===== config.mk =====
export PLATFORM = sky130hd
export DESIGN_NAME = cmp_result_debounce_flat
export DESIGN_NICKNAME = d
export VERILOG_FILES = /design/src/rtl/cmp_result_debounce_if.sv /design/src/rtl/cmp_result_debounce.sv /design/src/flat_wrapper.sv
export SDC_FILE = /design/constraint.sdc
export NUM_CORES = 1
export LEC_CHECK = 0
export BUFFER_PORTS_ARGS = -buffer_cell sky130_fd_sc_hd__buf_4
export CAP_MARGIN = 20
export CORE_UTILIZATION = 50
export DETAILED_ROUTE_END_ITERATION = 10
export MAX_ROUTING_LAYER = met4
export PLACE_DENSITY = 0.73
export SLEW_MARGIN = 20
export SYNTH_ARGS = -nofsm -noshare
export SYNTH_HDL_FRONTEND = slang
export SYNTH_SLANG_ARGS = --single-unit

===== constraint.sdc =====
create_clock -name clk -period 6.4 [get_ports clk]
set_clock_uncertainty 0.1 [all_clocks]
set_input_delay 0.32 -clock clk [delete_from_list [all_inputs] [get_ports clk]]
set_output_delay 0.32 -clock clk [all_outputs]
set_load 0.05 [all_outputs]

===== src/rtl/cmp_result_debounce_if.sv =====
// Bundle between a magnitude-comparator front end and the result debouncer:
// raw flags in, qualified compare state and bookkeeping pulses out.
interface cmp_result_debounce_if #(
  parameter int CNT_WIDTH = 8
);
  logic                 sample_valid;
  logic                 greater;
  logic                 equal;
  logic                 smaller;
  logic                 clear_count;
  logic [1:0]           state;
  logic                 state_changed;
  logic                 illegal;
  logic [CNT_WIDTH-1:0] trans_count;

  // Producer side: drives comparator flags and the count clear.
  modport master (
    output sample_valid,
    output greater,
    output equal,
    output smaller,
    output clear_count,
    input  state,
    input  state_changed,
    input  illegal,
    input  trans_count
  );

  // Debouncer side.
  modport slave (
    input  sample_valid,
    input  greater,
    input  equal,
    input  smaller,
    input  clear_count,
    output state,
    output state_changed,
    output illegal,
    output trans_count
  );
endinterface


===== src/rtl/cmp_result_debounce.sv =====
// Debounces comparator greater/equal/smaller flags: a compare result becomes the
// qualified state only after STABLE_COUNT consecutive identical valid samples.
module cmp_result_debounce #(
  parameter int STABLE_COUNT = 4,
  parameter int SC_WIDTH     = 4,
  parameter int CNT_WIDTH    = 8
) (
  input  logic                  clk,
  input  logic                  reset,
  cmp_result_debounce_if.slave  bus
);

  typedef enum logic [1:0] {
    ST_UNKNOWN = 2'b00,
    ST_SMALLER = 2'b01,
    ST_EQUAL   = 2'b10,
    ST_GREATER = 2'b11
  } cmp_state_e;

  localparam logic [SC_WIDTH-1:0] SC_MAX = SC_WIDTH'(STABLE_COUNT);

  cmp_state_e           state_q,   state_d;
  cmp_state_e           cand_q,    cand_d;
  logic [SC_WIDTH-1:0]  stab_q,    stab_d;
  logic [CNT_WIDTH-1:0] count_q,   count_d;
  logic                 changed_q, changed_d;
  logic                 illegal_q, illegal_d;

  cmp_state_e           sample_class;
  logic                 sample_legal;

  // Anything other than a clean one-hot flag set (including 000) is illegal.
  always_comb begin
    sample_class = ST_UNKNOWN;
    sample_legal = 1'b0;
    case ({bus.greater, bus.equal, bus.smaller})
      3'b100: begin sample_class = ST_GREATER; sample_legal = 1'b1; end
      3'b010: begin sample_class = ST_EQUAL;   sample_legal = 1'b1; end
      3'b001: begin sample_class = ST_SMALLER; sample_legal = 1'b1; end
      default: begin sample_class = ST_UNKNOWN; sample_legal = 1'b0; end
    endcase
  end

  // Candidate tracking, qualification and transition counting.
  always_comb begin
    state_d   = state_q;
    cand_d    = cand_q;
    stab_d    = stab_q;
    count_d   = count_q;
    changed_d = 1'b0;
    illegal_d = 1'b0;

    if (bus.sample_valid) begin
      if (!sample_legal) begin
        illegal_d = 1'b1;
        cand_d    = ST_UNKNOWN;
        stab_d    = '0;
      end else begin
        if (sample_class == cand_q) begin
          stab_d = (stab_q >= SC_MAX) ? SC_MAX : stab_q + SC_WIDTH'(1);
        end else begin
          cand_d = sample_class;
          stab_d = SC_WIDTH'(1);
        end

        // Re-qualifying the current state is silent; only a real change counts.
        if (stab_d == SC_MAX && cand_d != state_q) begin
          state_d   = cand_d;
          changed_d = 1'b1;
          if (count_q != '1) begin
            count_d = count_q + CNT_WIDTH'(1);
          end
        end
      end
    end

    if (bus.clear_count) begin
      count_d = '0;
    end
  end

  always_ff @(posedge clk or posedge reset) begin
    if (reset) begin
      state_q   <= ST_UNKNOWN;
      cand_q    <= ST_UNKNOWN;
      stab_q    <= '0;
      count_q   <= '0;
      changed_q <= 1'b0;
      illegal_q <= 1'b0;
    end else begin
      state_q   <= state_d;
      cand_q    <= cand_d;
      stab_q    <= stab_d;
      count_q   <= count_d;
      changed_q <= changed_d;
      illegal_q <= illegal_d;
    end
  end

  assign bus.state         = state_q;
  assign bus.state_changed = changed_q;
  assign bus.illegal       = illegal_q;
  assign bus.trans_count   = count_q;

endmodule


===== src/flat_wrapper.sv =====
// flat-port wrapper written by rule: the top's interface ports become plain ports
module cmp_result_debounce_flat 
#(
  parameter int STABLE_COUNT = 4,
  parameter int SC_WIDTH     = 4,
  parameter int CNT_WIDTH    = 8
)
  (clk, reset, bus_sample_valid, bus_greater, bus_equal, bus_smaller, bus_clear_count, bus_state, bus_state_changed, bus_illegal, bus_trans_count);
  cmp_result_debounce_if #(.CNT_WIDTH(CNT_WIDTH)) bus_i ();
  input  logic clk;
  input  logic reset;
  input wire logic [$bits(bus_i.sample_valid)-1:0] bus_sample_valid;
  input wire logic [$bits(bus_i.greater)-1:0] bus_greater;
  input wire logic [$bits(bus_i.equal)-1:0] bus_equal;
  input wire logic [$bits(bus_i.smaller)-1:0] bus_smaller;
  input wire logic [$bits(bus_i.clear_count)-1:0] bus_clear_count;
  output wire logic [$bits(bus_i.state)-1:0] bus_state;
  output wire logic [$bits(bus_i.state_changed)-1:0] bus_state_changed;
  output wire logic [$bits(bus_i.illegal)-1:0] bus_illegal;
  output wire logic [$bits(bus_i.trans_count)-1:0] bus_trans_count;
  assign bus_i.sample_valid = bus_sample_valid;
  assign bus_i.greater = bus_greater;
  assign bus_i.equal = bus_equal;
  assign bus_i.smaller = bus_smaller;
  assign bus_i.clear_count = bus_clear_count;
  assign bus_state = bus_i.state;
  assign bus_state_changed = bus_i.state_changed;
  assign bus_illegal = bus_i.illegal;
  assign bus_trans_count = bus_i.trans_count;
  cmp_result_debounce #(.STABLE_COUNT(STABLE_COUNT), .SC_WIDTH(SC_WIDTH), .CNT_WIDTH(CNT_WIDTH)) u_core (.clk(clk), .reset(reset), .bus(bus_i));
endmodule

* Yosys cells after proc, flatten, opt, wreduce, memory -nomap -nowiden *
Index checks and enable logic that the tools add are counted.

operators by class
  add/subtract/negate cells = 2
  magnitude comparators = 1
  equal/unequal tests = 7
  mux-type cells = 21
  reduce and logical (&&, ||, !) cells = 8

operator list
  cell                   number
  $mux W8                5
  $mux W4                5
  $add A8 B1 Y8 const B  1
  $mux W2                4
  $ne A8 B8 Y1 const B   1
  $reduce_bool A2 Y1     4
  $mux W1                6
  $pmux W2 S3            1
  $add A4 B1 Y4 const B  1
  $eq A4 B3 Y1 const B   1
  $ge A4 B3 Y1 const B   1
  $reduce_and A4 Y1      1
  $eq A3 B1 Y1 const B   1
  $eq A3 B2 Y1 const B   1
  $eq A3 B3 Y1 const B   1
  $reduce_and A3 Y1      1
  $reduce_or A3 Y1       1
  $eq A2 B2 Y1           1
  $ne A2 B2 Y1           1
  $logic_and A1 B1 Y1    1

storage, ports and cells
  register bits after elaboration = 18
  input bits = 7
  word-level logic and storage cells = 45

* Depth between registers and ports, before layout *
Gate-level depths: netlist of run 1.

  depth after elaboration = 12
  gate-level depth with buffers = 8

* Least setup slack after synthesis of run 1 *
Ideal clock, no wire load.

  path type = register to register
  start = register u_core.state_q[0] (netlist: u_core.bus.state[0])
  end = register u_core.count_q[5] (netlist: u_core.bus.trans_count[5])
  setup time = 125 ps
  arrival time = 2228 ps
  path slack = 3947 ps
  stages on the path, launching flop included = 7
  path buffers = 1
  cells stage by stage = dfrtp_1 and4b_1 a2111o_1 nor4_2 buf_6 nand4_4 mux2_4

between the ends
  word-level cells in the longest chain between the ends = 4

RTL lines
  item                                 RTL line                   RTL
  from (decl)                          cmp_result_debounce.sv:22  cmp_state_e state_q, state_d;
  from (signal assigned)               cmp_result_debounce.sv:91  state_q <= state_d;
  $ne A2 B2 Y1                         cmp_result_debounce.sv:67  if (stab_d == SC_MAX && cand_d != state_q) begin
  $logic_and A1 B1 Y1                  cmp_result_debounce.sv:67
  $reduce_bool A2 Y1 (no source line)  --
  $reduce_and A4 Y1 (no source line)   --
  to (signal assigned)                 cmp_result_debounce.sv:94  count_q <= count_d;
  to (decl)                            cmp_result_debounce.sv:25  logic [CNT_WIDTH-1:0] count_q, count_d;

No other way between the ends.
A chain may end at the register's enable or synchronous reset.

* Worst setup path after layout of run 1 *
  start = register u_core.stab_q[0]
  end = register u_core.count_q[4] (netlist: u_core.bus.trans_count[4])

between the ends
  word-level cells in the longest chain between the ends = 9
  elaborated cells on any way between the ends = 10

RTL lines
  item                                           RTL line                   RTL
  from (decl)                                    cmp_result_debounce.sv:24  logic [SC_WIDTH-1:0] stab_q, stab_d;
  from (signal assigned)                         cmp_result_debounce.sv:93  stab_q <= stab_d;
  $add A4 B1 Y4 or $ge A4 B3 Y1 (tied branches)  cmp_result_debounce.sv:60  stab_d = (stab_q >= SC_MAX) ? SC_MAX : stab_q + SC_WIDTH'(1);
  $mux W4 *                                      cmp_result_debounce.sv:60
  $mux W4 *                                      cmp_result_debounce.sv:59  if (sample_class == cand_q) begin
  $mux W4 *                                      cmp_result_debounce.sv:54  if (!sample_legal) begin
  $mux W4 *                                      cmp_result_debounce.sv:53  if (bus.sample_valid) begin
  $eq A4 B3 Y1 *                                 cmp_result_debounce.sv:67
  $logic_and A1 B1 Y1 *                          cmp_result_debounce.sv:67
  $reduce_bool A2 Y1 (no source line) *          --
  $reduce_and A4 Y1 (no source line) *           --

Mark *: on every way between the ends. The rest lies on a longest branch, timed or not. The select of a mux whose other input is x is not followed.

==> results of run 1 <==
## per-stage QoR
stage,total power (uW),hold WS [ns]
final,221,0.00292
after global routing,234,0.0740
after CTS,224,0.0278
after detailed placement,153,0.361
after global placement,153,0.360
after floorplan,145,0.159
## cell usage in the layout, fill, tap and decap left out, types with 3 or more instances in the layout
cell type   n
inv_1       3
nand2b_1    3
nand2_1     3
xnor2_1     3
clkbuf_4    3
buf_4      18
nor2b_1     4
a21oi_1     6
dfrtp_1    18
nor2_1     18
mux2_2      6
## how the worst max path moves through the flow
stage	cells after the start	slack, ns	start	to
after floorplan	6	3.95	u_core.bus.state[0]	u_core.bus.trans_count[5]
after global placement	6	3.49	bus_greater	u_core.bus.trans_count[4]
after detailed placement	6	3.43	bus_greater	u_core.bus.trans_count[4]
after CTS	7	3.45	u_core.stab_q[0]	u_core.bus.trans_count[4]
after global routing	6	3.54	u_core.cand_q[0]	u_core.bus.trans_count[4]
final	7	3.76	u_core.stab_q[0]	u_core.bus.trans_count[4]
## cell type report
| cell class | instances | area (um2) |
|---|---|---|
| clock buffers | 4 | 36.3 |
| fillers | 162 | 742 |
| multi-input cells | 84 | 613 |
| flip-flops and latches | 18 | 450 |
| inverters | 3 | 11.3 |
| well taps | 27 | 33.8 |
| repair buffers | 18 | 135 |
## where the power goes
part / internal, uW / total [uW] / leakage (uW) / switching [uW]
logic: 13.0 / 30.7 / 0.000322 / 17.7
registers: 117 / 121 / 0.000246 / 4.08
clock network: 34.7 / 69.6 / 0.0000210 / 34.9
total: 165 / 221 / 0.000590 / 56.7
## kinds of logic (layout without fill, tap and decap cells)
logic type	Yosys count	in the layout	synth area share (%)
AND/OR/NAND/NOR	49	49	26.7
AO/OA/AOI/OAI	19	19	11.8
flip-flops	18	18	40.8
multiplexers	9	9	9.74
buffers and inverters	9	25	4.53
XOR/XNOR	4	4	3.17
adder cells (fa/ha/maj)	3	3	3.28
## registers in the layout (all words and copies together) (netlist names)
signal and count:
u_core.bus.illegal 1, u_core.bus.state 2, u_core.bus.state_changed 1, u_core.bus.trans_count 8, u_core.cand_q 2, u_core.stab_q 4
## worst register-to-register path: stages (launching register included)
cell and delay (ns):
dfrtp_1 0.41, ha_1 0.29, inv_1 0.07, a211oi_1 0.08, a2111o_1 0.40, nor4_4 0.67, nand4_1 0.21, mux2_2 0.30
## per-layer routing
layer	GRT usage, %	vias up	routed length [um]	part of all wire [%]
li1	-	434	-	-
met1	26.2	393	1010	52
met2	29.6	16	841	43
met3	5.92	5	79	4.0
met4	5.88	0	24	1.2
met5	-	-	0	0
==> impl_metrics.ini, run 1 <==
[setup_path]
rrSetupSlack_ns = 3.76
crit_required_ns = 6.49
crit_path_start_kind = flip-flop
reg2regPathDepth = 7
crit_fanout = 11
critPathArrivalTime_ns = 2.73
cp_num_buf_inv = 1
crit_type = flip-flop to flip-flop
end_kind = flip-flop
crit_path_top_delay_cell = nor4_4
r2r-end = u_core.bus.trans_count[4]
cp_slowest_stage_delay_ns = 0.67
crit_family = simple AND/OR/NAND/NOR gates
crit_chain = ha_1 > inv_1 > a211oi_1 > a2111o_1 > nor4_4 > nand4_1 > mux2_2
rr_startpoint = u_core.stab_q[0]

[timing]
worst_slack_ns = 3.76
finalCritPeriodShare_pct = 41.3
rsz0062_at_grt = no
hold_violations = 0
tightest_slew_ns = 0.713
tns_ns = 0
slew_headroom_pct = 52.1
slew_violations = 0
period_minus_slack_ns = 2.64
fmax_mhz = 379
finalSetupViolCount = 0

[placement]
dp_cells = 150
pre_cts_ws_ns = 3.43
place_hpwl_mm = 1.45
gp_congestion = 0.826
place_area_um2 = 1230
portBuffers = 18

[power_and_ir_drop]
p_leak_uw = 0.000590
power_per_cell_area_nw_per_um2 = 173
peakVddDrop_mv = 0.119

[clock_tree]
cts_tree = built
cts.sink_count = 18
path_clk_slew_ns = 0.10
cts_buffers = 3
cts_setup_buffers = 0
htree_levels = 1
holdBufCountCts = 0
root_buffer = clkbuf_4
cts_resized = 0
clock_path_buffers = 2
clk_latency_ns = 0.30

[floorplan]
coreArea_um2 = 2020
num_rows = 16
io_pins = 19
fp.dieH_um = 49.0
die_area_um2 = 2400
start_util_pct = 54.6
dieWidth_um = 49.0

[drt]
drt_iter0_markers = 11
drtAntennaViolNets = 0
dr_total_vias = 848
wl_per_cell_um = 12.7
drc = 0
viasPerCell = 5.51
firstDrtPassIters = 4
finalWirelength_mm = 1.96

[yosys]
syn_avg_cell_area_um2 = 9.95
synth.distinct_cells = 45
synth_ff_type = dfrtp_1
synth-seq-area-share_pct = 40.8
synth_edf_count = 0
syn_area_um2 = 1100
yosysTopAreaCellShare_pct = 40.8
async_flop_share_pct = 100
synth_seq_cells = 18
syn_inst = 111
yosys.area.top_type = dfrtp_1
synth_fp_nets = 120
synthTopCellsByArea = dfrtp_1 (41%), nor2_1 (6.1%), mux2_2 (6.1%), a21oi_1 (2.7%), mux2_4 (2.7%)
synthTopCellsByCount = dfrtp_1 (18), nor2_1 (18), a21oi_1 (6), mux2_2 (6), nor2b_1 (4)
ys_warn_count = 0

[grt]
grt_pass1_vias = 784
antenna_found_initial = 0
overflow = 0
grtUsageTotal_pct = 19.9
grt_max_degree = 19
grt_pass1_wl_mm = 3.52

[finish]
syn_to_final_growth_pct = 15.9
drive_gt1_share_pct = 29.1
stdcell_count = 154
antenna_cells = 0
fin_util_pct = 63.3
design_area_um2 = 1280
fin_nets = 137

[run_status]
status = complete, no violations

[job]
max_cap_viol_count = 0

[min_path]
hold_path_class = input port to async pin
Note: power is estimated with default switching activity, not from simulation.
==> run 2: changes to the inputs <==
==> constraint.sdc (replaced) <==
create_clock -name clk -period 2.6 [get_ports clk]
set_clock_uncertainty 0.1 [all_clocks]
set_input_delay 0.13 -clock clk [delete_from_list [all_inputs] [get_ports clk]]
set_output_delay 0.13 -clock clk [all_outputs]
set_load 0.05 [all_outputs]
==> run 2 against run 1 <==
Effect of this change:
- cell count is 2.6% higher
- sequential power is 150% higher
- critical endpoint is now u_core.bus.trans_count[5]
- clock-buffer cell count stayed put
- maximum frequency is 14% higher
- highest routed layer unchanged
- flip-flop and latch count stayed put
- combinational power grew to 2.5 times the previous value
- die area stayed put
- critical path type unchanged
- final area is 2.2% higher
- first-iteration DRC count is 45% lower
==> impl_metrics.ini, run 2 (synthesized netlist as in run 1, its figures left out) <==
[drt]
firstDrtPassIters = 4
drtAntennaViolNets = 0
dr_total_vias = 859
drt_iter0_markers = 6
finalWirelength_mm = 1.96
drc = 0
viasPerCell = 5.44
wl_per_cell_um = 12.4

[timing]
period_minus_slack_ns = 2.33
slew_headroom_pct = 55.6
slew_violations = 0
fmax_mhz = 430
finalSetupViolCount = 0
hold_violations = 0
rsz0062_at_grt = no
tns_ns = 0
finalCritPeriodShare_pct = 89.4
tightest_slew_ns = 0.665

[finish]
design_area_um2 = 1310
final_common_cell = buf_4
fin_nets = 141
drive_gt1_share_pct = 29.0
antenna_cells = 0
fillers = 166
multi_input_area_um2 = 604
mostFrequentLayoutCells = buf_4 (19), nor2_1 (18), dfrtp_1 (18)
area.sequential_um2 = 450
syn_to_final_growth_pct = 18.5
largest_reg_flops = 8

[floorplan]
die_area_um2 = 2400
num_rows = 16
coreArea_um2 = 2020
io_pins = 19
fp.dieH_um = 49.0
dieWidth_um = 49.0
start_util_pct = 54.6

[setup_path]
crit_chain = ha_1 > inv_1 > a211oi_1 > a2111o_1 > nor4_2 > buf_4 > nand4_4 > mux2_4
crit_fanout = 11
critPathArrivalTime_ns = 2.40
crit_required_ns = 2.68
cp_slowest_stage_delay_ns = 0.41
end_kind = flip-flop
crit_path_start_kind = flip-flop
crit_type = flip-flop to flip-flop
crit_start = u_core.stab_q[0]
crit_path_top_delay_cell = dfrtp_1
reg2regPathDepth = 8
rr_startpoint = u_core.stab_q[0]

[clock_tree]
clock_path_buffers = 2
cts.sink_count = 18
cts_tree = built
cts_setup_buffers = 0
cts_buffers = 3
clk_latency_ns = 0.29
path_clk_slew_ns = 0.09
root_buffer = clkbuf_4
htree_levels = 1

[grt]
grt_pass1_vias = 847
grt_pass1_wl_mm = 3.61
grtUsageMet1_pct = 25.9
grtUsageMet2_pct = 31.9
overflow = 0
grtUsageTotal_pct = 19.8
grt_max_degree = 19
use_met3_pct = 4.67
grt.busiest_layer = met2
antenna_found_initial = 0

[placement]
place_hpwl_mm = 1.47
place_area_um2 = 1240
portBuffers = 18
gp_congestion = 0.861

[power_and_ir_drop]
p_leak_uw = 0.000608
peakVddDrop_mv = 0.359
power_per_cell_area_nw_per_um2 = 414

[job]
max_cap_viol_count = 0

[min_path]
hold_start = bus_smaller
hold_path_class = input port to flip-flop
whs_path_depth = 3

[run_status]
status = complete, no violations
==> run 2: changes by cell type in the layout (fill, tap and decap cells not counted) <==
cell,previous run,this run
nor4_4,1,0
buf_4,18,19
dlygate4sd3_1,0,3
nor4_2,0,1
==> run 2: path summary, 6_finish.rpt <==
path                                                   to  slack, ns
worst max-delay path            u_core.bus.trans_count[5]       0.27
worst min register to register           u_core.stab_q[1]       0.40
worst min-delay path                     u_core.cand_q[1]       0.21
min in group asynchronous       u_core.bus.trans_count[6]       0.39
worst max register to register  u_core.bus.trans_count[5]       0.27
max in group asynchronous       u_core.bus.trans_count[5]       1.59
==> run 2: area by class of cell <==
| cell class | instances | share of cell area, % |
|---|---|---|
| Sequential cell | 18 | 34.4 |
| Clock buffer | 4 | 2.77 |
| Multi-Input combinational cell | 84 | 46.2 |
| Tap cell | 27 | 2.58 |
| Inverter | 3 | 0.860 |
| Timing Repair Buffer | 22 | 13.2 |
==> run 2: through the flow <==
step	util (%)	hold slack, ns	cells	setup WS, ns	power (uW)
after CTS	64.7	0.206	158	0.261	550
after global routing	64.7	0.232	158	0.109	570
after global placement	61.4	0.161	151	0.337	375
after detailed placement	61.4	0.172	151	0.281	378
after floorplan	-	-0.0314	111	0.147	358
final	64.7	0.212	158	0.275	542
==> run 2: where the power goes <==
group	internal [uW]	switching, uW	total [uW]
sequential	288	9.82	298
combinational	34.9	42.9	77.8
clock	85.3	80.6	166
total	408	133	542
==> run 2: layer usage <==
metal / wire length, um / up-vias
met2: 906 / 17
met3: 74 / 2
met4: 9 / 0
li1: - / 436
met5: 0 / -
met1: 971 / 404
==> run 2: worst max-delay path, delay by kind of cell, from the launching register on <==
family	cells	cell delay (ns)
and+or+nand+nor	2	0.36
adders and majority gates	1	0.30
AOI/OAI and AO/OA	2	0.44
buffers and inverters	2	0.30
DFF	1	0.41
muxes	1	0.31
==> run 2: repair_timing <==
action                                  CTS  global route
hold buffers                              3             0
endpoints found under the setup margin    0             0
gates resized for setup                   0             0
endpoints found under the hold margin    23             0
